**config.mk**
```make
export PLATFORM = sky130hd
export DESIGN_NAME = stack_ctrl
export DESIGN_NICKNAME = d
export VERILOG_FILES = /design/src/rtl/stack_pkg.sv /design/src/rtl/stack_ctrl.sv
export SDC_FILE = /design/constraint.sdc
export NUM_CORES = 1
export LEC_CHECK = 0
export CAP_MARGIN = 20
export CORE_MARGIN = 2
export CORE_UTILIZATION = 40
export CTS_CLUSTER_DIAMETER = 120
export DETAILED_ROUTE_END_ITERATION = 12
export DONT_BUFFER_PORTS = 1
export GPL_ROUTABILITY_DRIVEN = 0
export PLACE_DENSITY = 0.62
export SLEW_MARGIN = 0
export SYNTH_ARGS = -nofsm -noshare
export SYNTH_HDL_FRONTEND = slang
export SYNTH_SLANG_ARGS = --single-unit
```
**constraint.sdc**
```tcl
create_clock -name clk -period 4.4 [get_ports clk]
set_input_delay 0.44 -clock clk [delete_from_list [all_inputs] [get_ports clk]]
set_output_delay 0.44 -clock clk [all_outputs]
set_load 0.1 [all_outputs]
```
**src/rtl/stack_pkg.sv**
```systemverilog
// Shared constants for the stack sequencer: op codes, SP register index, word size, FSM states.
// Pure declarations; no latency and no flow control.
package stack_pkg;

    typedef enum logic [1:0] {
        OP_PUSH = 2'b00,
        OP_POP  = 2'b01,
        OP_CALL = 2'b10,
        OP_RET  = 2'b11
    } op_e;

    localparam logic [4:0]  SP_INDEX   = 5'd16;
    localparam logic [31:0] WORD_BYTES = 32'd4;

    typedef enum logic [2:0] {
        S_IDLE,
        S_READ,
        S_MEM,
        S_WB_REG,
        S_WB_SP,
        S_DONE
    } state_e;

endpackage

```
**src/rtl/stack_ctrl.sv**
```systemverilog
// Stack sequencer for PUSH/POP/CALL/RET: reads SP and an operand, does one memory access, writes back.
// done 4-5 cycles after start plus memory wait cycles; holds the request stable until mem_ready, drops start while busy.
module stack_ctrl (
    input  logic        clk,
    input  logic        rst,
    input  logic        start,
    input  logic [1:0]  op,
    input  logic [4:0]  reg_sel,
    input  logic [31:0] ret_pc,
    input  logic [31:0] call_target,
    output logic        busy,
    output logic        done,
    output logic        pc_load,
    output logic [31:0] new_pc,
    output logic [4:0]  readport1,
    output logic [4:0]  readport2,
    output logic        RegRead,
    input  logic [31:0] regA,
    input  logic [31:0] regB,
    output logic [4:0]  writeport,
    output logic [31:0] writedata,
    output logic        RegWrite,
    output logic [31:0] mem_addr,
    output logic [31:0] mem_wdata,
    output logic        mem_we,
    output logic        mem_re,
    input  logic [31:0] mem_rdata,
    input  logic        mem_ready
);
    import stack_pkg::*;

    state_e      state_q, state_d;
    op_e         op_q, op_d;
    logic [4:0]  sel_q, sel_d;
    logic [31:0] ret_pc_q, ret_pc_d;
    logic [31:0] target_q, target_d;
    logic [31:0] sp_q, sp_d;
    logic [31:0] opnd_q, opnd_d;
    logic [31:0] data_q, data_d;

    logic        grows;
    logic [31:0] sp_adj;

    // One adder serves both the pre-decrement address and the SP writeback.
    assign grows  = (op_q == OP_PUSH) || (op_q == OP_CALL);
    assign sp_adj = grows ? (sp_q - WORD_BYTES) : (sp_q + WORD_BYTES);
    assign busy   = (state_q != S_IDLE);

    always_ff @(posedge clk or negedge rst) begin
        if (!rst) begin
            state_q  <= S_IDLE;
            op_q     <= OP_PUSH;
            sel_q    <= '0;
            ret_pc_q <= '0;
            target_q <= '0;
            sp_q     <= '0;
            opnd_q   <= '0;
            data_q   <= '0;
        end else begin
            state_q  <= state_d;
            op_q     <= op_d;
            sel_q    <= sel_d;
            ret_pc_q <= ret_pc_d;
            target_q <= target_d;
            sp_q     <= sp_d;
            opnd_q   <= opnd_d;
            data_q   <= data_d;
        end
    end

    always_comb begin
        state_d   = state_q;
        op_d      = op_q;
        sel_d     = sel_q;
        ret_pc_d  = ret_pc_q;
        target_d  = target_q;
        sp_d      = sp_q;
        opnd_d    = opnd_q;
        data_d    = data_q;
        done      = 1'b0;
        pc_load   = 1'b0;
        new_pc    = '0;
        readport1 = '0;
        readport2 = '0;
        RegRead   = 1'b0;
        writeport = '0;
        writedata = '0;
        RegWrite  = 1'b0;
        mem_addr  = '0;
        mem_wdata = '0;
        mem_we    = 1'b0;
        mem_re    = 1'b0;

        case (state_q)
            S_IDLE: begin
                if (start) begin
                    op_d     = op_e'(op);
                    sel_d    = reg_sel;
                    ret_pc_d = ret_pc;
                    target_d = call_target;
                    state_d  = S_READ;
                end
            end
            S_READ: begin
                RegRead   = 1'b1;
                readport1 = SP_INDEX;
                readport2 = sel_q;
                sp_d      = regA;
                opnd_d    = regB;
                state_d   = S_MEM;
            end
            S_MEM: begin
                if (grows) begin
                    mem_addr = sp_adj;
                    mem_we   = 1'b1;
                    // Pushing SP stores its value before the decrement.
                    if (op_q == OP_CALL)
                        mem_wdata = ret_pc_q;
                    else
                        mem_wdata = sel_q[4] ? sp_q : opnd_q;
                end else begin
                    mem_addr = sp_q;
                    mem_re   = 1'b1;
                end
                if (mem_ready) begin
                    data_d = mem_rdata;
                    if (op_q == OP_POP && sel_q != 5'd0)
                        state_d = S_WB_REG;
                    else
                        state_d = S_WB_SP;
                end
            end
            S_WB_REG: begin
                writeport = sel_q;
                writedata = data_q;
                RegWrite  = 1'b1;
                // Popping into SP replaces it outright, so the increment is skipped.
                state_d   = sel_q[4] ? S_DONE : S_WB_SP;
            end
            S_WB_SP: begin
                writeport = SP_INDEX;
                writedata = sp_adj;
                RegWrite  = 1'b1;
                state_d   = S_DONE;
            end
            S_DONE: begin
                done = 1'b1;
                if (op_q == OP_CALL) begin
                    pc_load = 1'b1;
                    new_pc  = target_q;
                end else if (op_q == OP_RET) begin
                    pc_load = 1'b1;
                    new_pc  = data_q;
                end
                state_d = S_IDLE;
            end
            default: state_d = S_IDLE;
        endcase
    end

endmodule

```
# --- Word-level counts from Yosys, hierarchy flattened ---
# Index checks and enable logic that the tools add are counted.
totals:
  word_cells: 59
  reg_bits: 170
classes:
  n_reduce_logical: 10
  n_addsub: 2
  n_mux: 29
  n_eq_ne: 10
ops:
  columns: ["op", "count"]
  rows:
  - ["two-way mux 32 bit", 10]
  - ["one-hot mux 32 bit (2 select lines)", 1]
  - ["adder 32 x 3 -> 32 bit (second input constant)", 1]
  - ["subtractor 32 x 3 -> 32 bit (second input constant)", 1]
  - ["one-hot mux 3 bit (5 select lines)", 1]
  - ["two-way mux 1 bit", 11]
  - ["two-way mux 5 bit", 2]
  - ["one-hot mux 5 bit (2 select lines)", 1]
  - ["two-way mux 3 bit", 3]
  - ["equality test 3 x 2 -> 1 bit (second input constant)", 2]
  - ["equality test 3 bit (second input constant)", 2]
  - ["AND reduction 2 bit", 3]
  - ["nonzero test 5 bit", 1]
  - ["equality test 2 bit (second input constant)", 2]
  - ["inequality test 2 bit (second input constant)", 2]
  - ["equality test 3 x 1 -> 1 bit (second input constant)", 1]
  - ["zero test 3 bit", 1]
  - ["nonzero test 3 bit", 1]
  - ["equality test 2 x 1 -> 1 bit (second input constant)", 1]
  - ["zero test 2 bit", 1]
  - ["OR reduction 2 bit", 1]
  - ["logical AND 1 bit", 1]
  - ["logical OR 1 bit", 1]

# --- Longest topological paths before layout ---
# Gate-level depths: netlist of run 1.
depth:
  depth_word: 5
  depth_mapped: 11

# --- Worst setup path before layout of run 1 ---
# OpenSTA, ideal clock, no wires.
synth_path:
  path_type: "register -> output"
  from: "reg op_q[0]"
  to: "out mem_addr[28]"
  setup_slack_ns: -1.267
  path_stages_with_launch: 11
  required_time_ns: 3.960
  n_path_buf: 1
  arrival_time_ns: 5.227
  cell_sequence: "dfrtp_1 inv_1 clkbuf_1 ha_1 a21o_1 a221oi_4 o21bai_2 a31oi_1 o21ai_0 xnor2_1 o21ai_0"
synth_between:
  elab_chain_len: 5
  word_cells_on_any_way: 6
synth_rtl:
  columns: ["element", "line_no", "rtl"]
  rows:
  - ["from (decl)", "stack_ctrl.sv:33", "op_e op_q, op_d;"]
  - ["from (signal assigned)", "stack_ctrl.sv:61", "op_q <= op_d;"]
  - ["equality test 2 bit / zero test 2 bit (equally long branches)", "stack_ctrl.sv:45", "assign grows = (op_q == OP_PUSH) || (op_q == OP_CALL);"]
  - ["logical OR 1 bit *", "stack_ctrl.sv:45", null]
  - ["two-way mux 32 bit", "stack_ctrl.sv:46", "assign sp_adj = grows ? (sp_q - WORD_BYTES) : (sp_q + WORD_BYTES);"]
  - ["two-way mux 32 bit *", "stack_ctrl.sv:113", "if (grows) begin"]
  - ["two-way mux 32 bit *", "stack_ctrl.sv:94", "case (state_q)"]
  - ["to (decl)", "stack_ctrl.sv:23", "output logic [31:0] mem_addr,"]
# Mark *: on every way between the ends. The rest lies on a longest branch, timed or not.

# --- Final worst setup path of run 1 ---
layout_path:
  from: "reg op_q[0]"
  to: "out mem_addr[24]"
# Same word-level chain as after synthesis.

==> results of run 1 <==
## stage by stage
step	hold WS (ns)	cells	cell area (um^2)	TNS [ns]	setup slack (ns)
2_1_floorplan	0.144	998	10300	-0.0116	-0.0116
3_3_place_gp	0.151	1402	12400	0	0.692
3_5_place_dp	0.150	1402	12400	0	0.615
4_1_cts	-0.311	1433	12900	0	0.126
5_1_grt	-0.314	1433	12900	-0.00292	-0.00292
6_report	-0.287	1433	12900	0	0.102
## final cells by class
| cell class | instances | area share |
|---|---|---|
| Multi-Input combinational cell | 744 | 0.458 |
| Inverter | 13 | 0.00406 |
| Timing Repair Buffer | 145 | 0.135 |
| Clock inverter | 11 | 0.00687 |
| Tap cell | 330 | 0.0319 |
| Sequential cell | 170 | 0.329 |
| Clock buffer | 20 | 0.0345 |
## routing by layer
metal	vias to the layer above	routed length, um
li1	3761	-
met1	3989	13700
met3	35	2410
met5	-	0
met2	305	14000
met4	0	629
## worst register-to-register path, stage by stage (launching register included)
cell     delay, ns
dfrtp_1       0.51
or3_1         0.85
nor2_4        0.24
buf_4         0.67
mux2_2        0.46
## logic make-up after synthesis
kind of cell             share of synthesized area
AO/OA/AOI/OAI                                0.129
multiplexers                                 0.247
buffers and inverters                       0.0349
other                                     0.000368
flip-flops                                   0.417
XOR/XNOR                                    0.0232
AND/OR/NAND/NOR                              0.112
adder cells (fa/ha/maj)                     0.0363
## worst min path at each step
stage,start,end
global route,rst,ret_pc_q[8]
finish,rst,ret_pc_q[0]
CTS,rst,ret_pc_q[0]
detailed placement,rst,ret_pc_q[0]
global placement,rst,ret_pc_q[6]
floorplan,rst,data_q[0]
## registers in the layout (all words and copies together), names as in the netlist
signal / cells
ret_pc_q: 32
opnd_q: 32
state_q: 3
target_q: 32
sel_q: 5
data_q: 32
op_q: 2
sp_q: 32
## what timing repair did
item,in CTS,in global routing
hold endpoints to repair,170,170
setup endpoints to repair,0,2
gates resized for setup,0,1
## cells in the final DEF (no fill, tap or decap), types with 6 or more instances in the layout
cell / n
a21o_1: 11
a21oi_1: 66
a21oi_2: 7
a22o_1: 23
and2_1: 12
and3_1: 10
buf_12: 53
buf_4: 92
clkbuf_16: 17
dfrtp_1: 167
ha_1: 28
inv_1: 12
mux2_2: 165
mux2i_1: 66
nand2_1: 61
nand3_1: 11
nand4_1: 12
nor2_1: 51
nor2_2: 67
o21ai_0: 20
o21ai_2: 22
or3_1: 6
xnor2_1: 18
xor2_1: 9
==> key figures, run 1 <==
Critical path
  – Worst Reg-to-Reg Cells: 4
  – Crit path depth: 10
  – CP max stage cell: xnor2_1
  – Crit path DAT: 3.86 ns
  – Critical path's most frequent cell: buf_12
  – CP endpoint: mem_addr[24]
  – Critical Path Source Type: flop
  – Crit. End Element: primary output
  – CP Launch Point: op_q[0]
  – Delay-heaviest family, CP: compound AO/OA/AOI/OAI gates
  – Worst-path fanout max: 24
  – Worst r2r src: state_q[0]
  – Reg-to-Reg End: target_q[11]
  – R2R setup slack: 1.55 ns
  – Kind of critical path: reg2out
  – Critical path cell sequence: clkinvlp_4 > buf_12 > ha_1 > a21oi_1 > o21ba_2 > a21boi_1 > o41a_1 > xnor2_1 > a22o_1 > buf_12
  – Worst path max stage delay: 0.50 ns
  – Worst path bufs/invs: 3
  – Req. time, crit path: 3.96 ns

Synth
  – Cells after synthesis: 995
  – Yosys top cell by area: dfrtp_1
  – Seq cells post-synth: 170
  – Mapped Area: 10200 um^2
  – Number of synthesized flops with an enable pin: 0
  – Syn Area/Cell: 10.2 um^2
  – Primary FF master, synth: dfrtp_1
  – Synth top area cells: dfrtp_1 42%, mux2_2 18%, mux2i_1 6.5%, nor2_1 4.5%, a21oi_1 3.5%
  – Yosys synthesis warning count: 0
  – Most frequent cell after synthesis: dfrtp_1
  – Async SR Flop Fraction: 1.00
  – Post-synth cell types: 63
  – Synth top area share: 0.417
  – Most frequent cells after synthesis: 170 x dfrtp_1, 165 x mux2_2, 121 x nor2_1, 72 x a21oi_1, 66 x mux2i_1
  – Sequential share of the synthesized area: 0.417

Die
  – Die Height: 164 um
  – Row cnt: 58
  – Die area: 26800 um^2
  – Die Wd: 164 um
  – Core area: 25100 um^2
  – Initial Util: 0.406
  – IO Count: 321

Run status
  – Failing checks: negative hold slack
  – Status: complete, but fails checks

Route
  – Drt pass-1 iters: 5
  – Post-DR wirelength/cell: 21.4 um
  – Drc violations: 0
  – WL final: 30.7 mm
  – Vias: 8090
  – Vias/cell: 5.65
  – Initial DRC count: 493
  – Post-route ant nets: 0

Timing
  – Fmax: 233 MHz
  – Worst-case headroom to the max-slew limit: 0.274
  – Crit share post-route: 0.977
  – Crit path time final: 4.30 ns
  – Worst-Margin Slew: 1.09 ns
  – Final hold vios: 170
  – Max-slew violations: 0
  – Final setup fails: 0
  – Clock skew: 0.0101 ns
  – WHS: -0.287 ns

CTS
  – Worst-Skew Late Latency: 0.42 ns
  – CTS tree: built
  – CTS Buf Count: 17
  – Clock transition at the registers of the reported paths: 0.07 ns
  – CTS Root Cell: clkbuf_16
  – H-tree levels: 4
  – Max clock buf depth: 2
  – Setup bufs post-CTS: 0
  – Clock sink count: 170

Job
  – # Max-Cap Violations: 0

Finish
  – N_diodes: 0
  – Register Area: 4260 um^2
  – Final #Nets: 1291
  – Fillers: 2267
  – Layout area overhead: 26.9%
  – Post-layout util: 0.515
  – Area of the multi-input gates: 5930 um^2
  – Ratio of cells with drive above 1 in the final layout: 0.415

Global route
  – GRT Util Overall: 0.227
  – Initial antenna violation count: 0
  – Met2 Use GR: 0.350
  – Global routing's busiest layer: met2
  – GRT met1 Usage: 0.310
  – Vias in the first global route: 8062
  – Met3 GRT Util: 0.0612
  – Total gr overflow: 0
  – Largest net degree at the start of global routing: 171
  – First-pass GRT wire length: 46.8 mm

Placement
  – Hpwl dp: 22.7 mm
  – IO Port Bufs: 0

Min path
  – Hold Path Class: in2async
Power of run 1 is not shown: default switching activity piles up to over one toggle a cycle in this logic, so the estimate is an artifact.
==> inputs of run 2 (changes only) <==
==> constraint.sdc (replaced) <==
create_clock -name clk -period 5.01 [get_ports clk]
set_input_delay 0.501 -clock clk [delete_from_list [all_inputs] [get_ports clk]]
set_output_delay 0.501 -clock clk [all_outputs]
set_load 0.1 [all_outputs]
==> run 2 against run 1 <==
The flow now finishes without violations. Flip-flop and latch count stayed put. Setup slack better by 0.47 ns. Final cell count is 0.28% lower. Sequential share of layout area is 0.23 points higher. Non-clock buffer count is 6 lower. Highest routed layer is now met5.
==> key figures, run 2 (synthesized netlist as in run 1, its figures left out) <==
Run status
  – Status: complete, no violations

Finish
  – Most frequent cells in the layout: 167 x dfrtp_1, 165 x mux2_2, 94 x buf_4, 67 x nor2_2
  – Ratio of cells with drive above 1 in the final layout: 0.413
  – Final #Nets: 1285
  – Commonest non-fill, non-tap cell in the layout: dfrtp_1
  – Layout area overhead: 26.1%
  – Fillers: 2289

Critical path
  – Crit. End Element: primary output
  – Worst-path fanout max: 33
  – Critical Path Source Type: flop
  – Worst r2r src: state_q[0]
  – Kind of critical path: reg2out
  – Crit path DAT: 3.93 ns
  – Req. time, crit path: 4.51 ns
  – CP Launch Point: op_q[0]

Timing
  – Final setup TNS: 0 ns
  – Fmax: 226 MHz
  – Clock skew: 0.0128 ns
  – Final setup fails: 0
  – Crit path time final: 4.43 ns
  – Worst-Margin Slew: 1.13 ns
  – Worst-case headroom to the max-slew limit: 0.247
  – WHS: 0.103 ns
  – Crit share post-route: 0.885
  – Final hold vios: 0
  – Unrepaired setup endpoints after global routing: false
  – Max-slew violations: 0

Route
  – WL final: 32.4 mm
  – Post-route ant nets: 0
  – Vias/cell: 5.68
  – Initial DRC count: 542
  – Drt pass-1 iters: 5
  – Vias: 8122
  – Drc violations: 0
  – Post-DR wirelength/cell: 22.7 um

CTS
  – Setup bufs post-CTS: 0
  – H-tree levels: 4
  – Post-CTS sizing: 0
  – Clock sink count: 170
  – CTS Buf Count: 17
  – Clock transition at the registers of the reported paths: 0.08 ns
  – Worst-Skew Late Latency: 0.43 ns
  – CTS Root Cell: clkbuf_16
  – Hold Buf Count CTS: 1
  – CTS tree: built
  – Max clock buf depth: 2

Die
  – Die Wd: 164 um
  – Die Height: 164 um
  – IO Count: 321
  – Die area: 26800 um^2
  – Core area: 25100 um^2
  – Initial Util: 0.406
  – Row cnt: 58

Placement
  – IO Port Bufs: 0
  – Hpwl dp: 24.1 mm

Min path
  – Hold Path Class: in2async

Global route
  – Initial antenna violation count: 3
  – GRT Util Overall: 0.241
  – Vias in the first global route: 8193
  – Largest net degree at the start of global routing: 171
  – First-pass GRT wire length: 49.3 mm
  – Total gr overflow: 0

Job
  – # Max-Cap Violations: 0
[run 2: cell count changes in the layout (fill, tap and decap cells not counted), sizes merged]
cell / previous run / this run
clkbuf: 20 / 18
inv: 16 / 21
buf: 145 / 139
clkinvlp: 4 / 1
diode: 0 / 1
bufinv: 0 / 1
[run 2: final timing paths]
check	slack, ns	to	depth (start not counted)
min in group clk	0.21	op_q[0]	2
setup / recovery	0.58	writedata[22]	11
hold / removal	0.10	ret_pc_q[1]	1
setup reg to reg	1.99	ret_pc_q[12]	4
hold reg to reg	0.51	opnd_q[17]	1
max in group asynchronous	4.23	sel_q[4]	1
[run 2: cell type report]
| class | count | area [um^2] | area share |
|---|---|---|---|
| inverters | 13 | 48.8 | 0.00380 |
| diodes | 1 | 2.50 | 0.000195 |
| flip-flops and latches | 170 | 4260 | 0.331 |
| multi-input cells | 744 | 5930 | 0.461 |
| clock inverters | 14 | 156 | 0.0122 |
| clock buffers | 18 | 429 | 0.0334 |
| repair buffers | 139 | 1610 | 0.126 |
| well taps | 330 | 413 | 0.0321 |
[run 2: critical path, cell delays in order, from the launching register on]
cell      delay [ns]
dfrtp_2         0.40
inv_1           0.33
buf_4           0.44
ha_1            0.37
and3_1          0.25
a221oi_4        0.37
o21ai_2         0.13
a31oi_4         0.22
o21bai_1        0.12
xor2_1          0.42
a22o_1          0.27
buf_12          0.19
[run 2: through the flow]
step | cells | utilization | area, um^2 | setup slack (ns)
final | 1429 | 0.512 | 12900 | 0.576
after global routing | 1429 | 0.512 | 12900 | 0.305
after CTS | 1428 | 0.512 | 12800 | 0.533
after detailed placement | 1395 | 0.487 | 12200 | 1.01
after global placement | 1395 | 0.487 | 12200 | 1.11
after floorplan | 998 | - | 10200 | -0.489
[run 2: per-layer routing]
metal	track usage	vias up	wire length, um
met5	0	-	22
met1	0.315	4005	13900
met2	0.385	326	15200
met3	0.0650	52	2410
li1	-	3735	-
met4	0.0817	4	925
Power of run 2 is left out for the same reason.
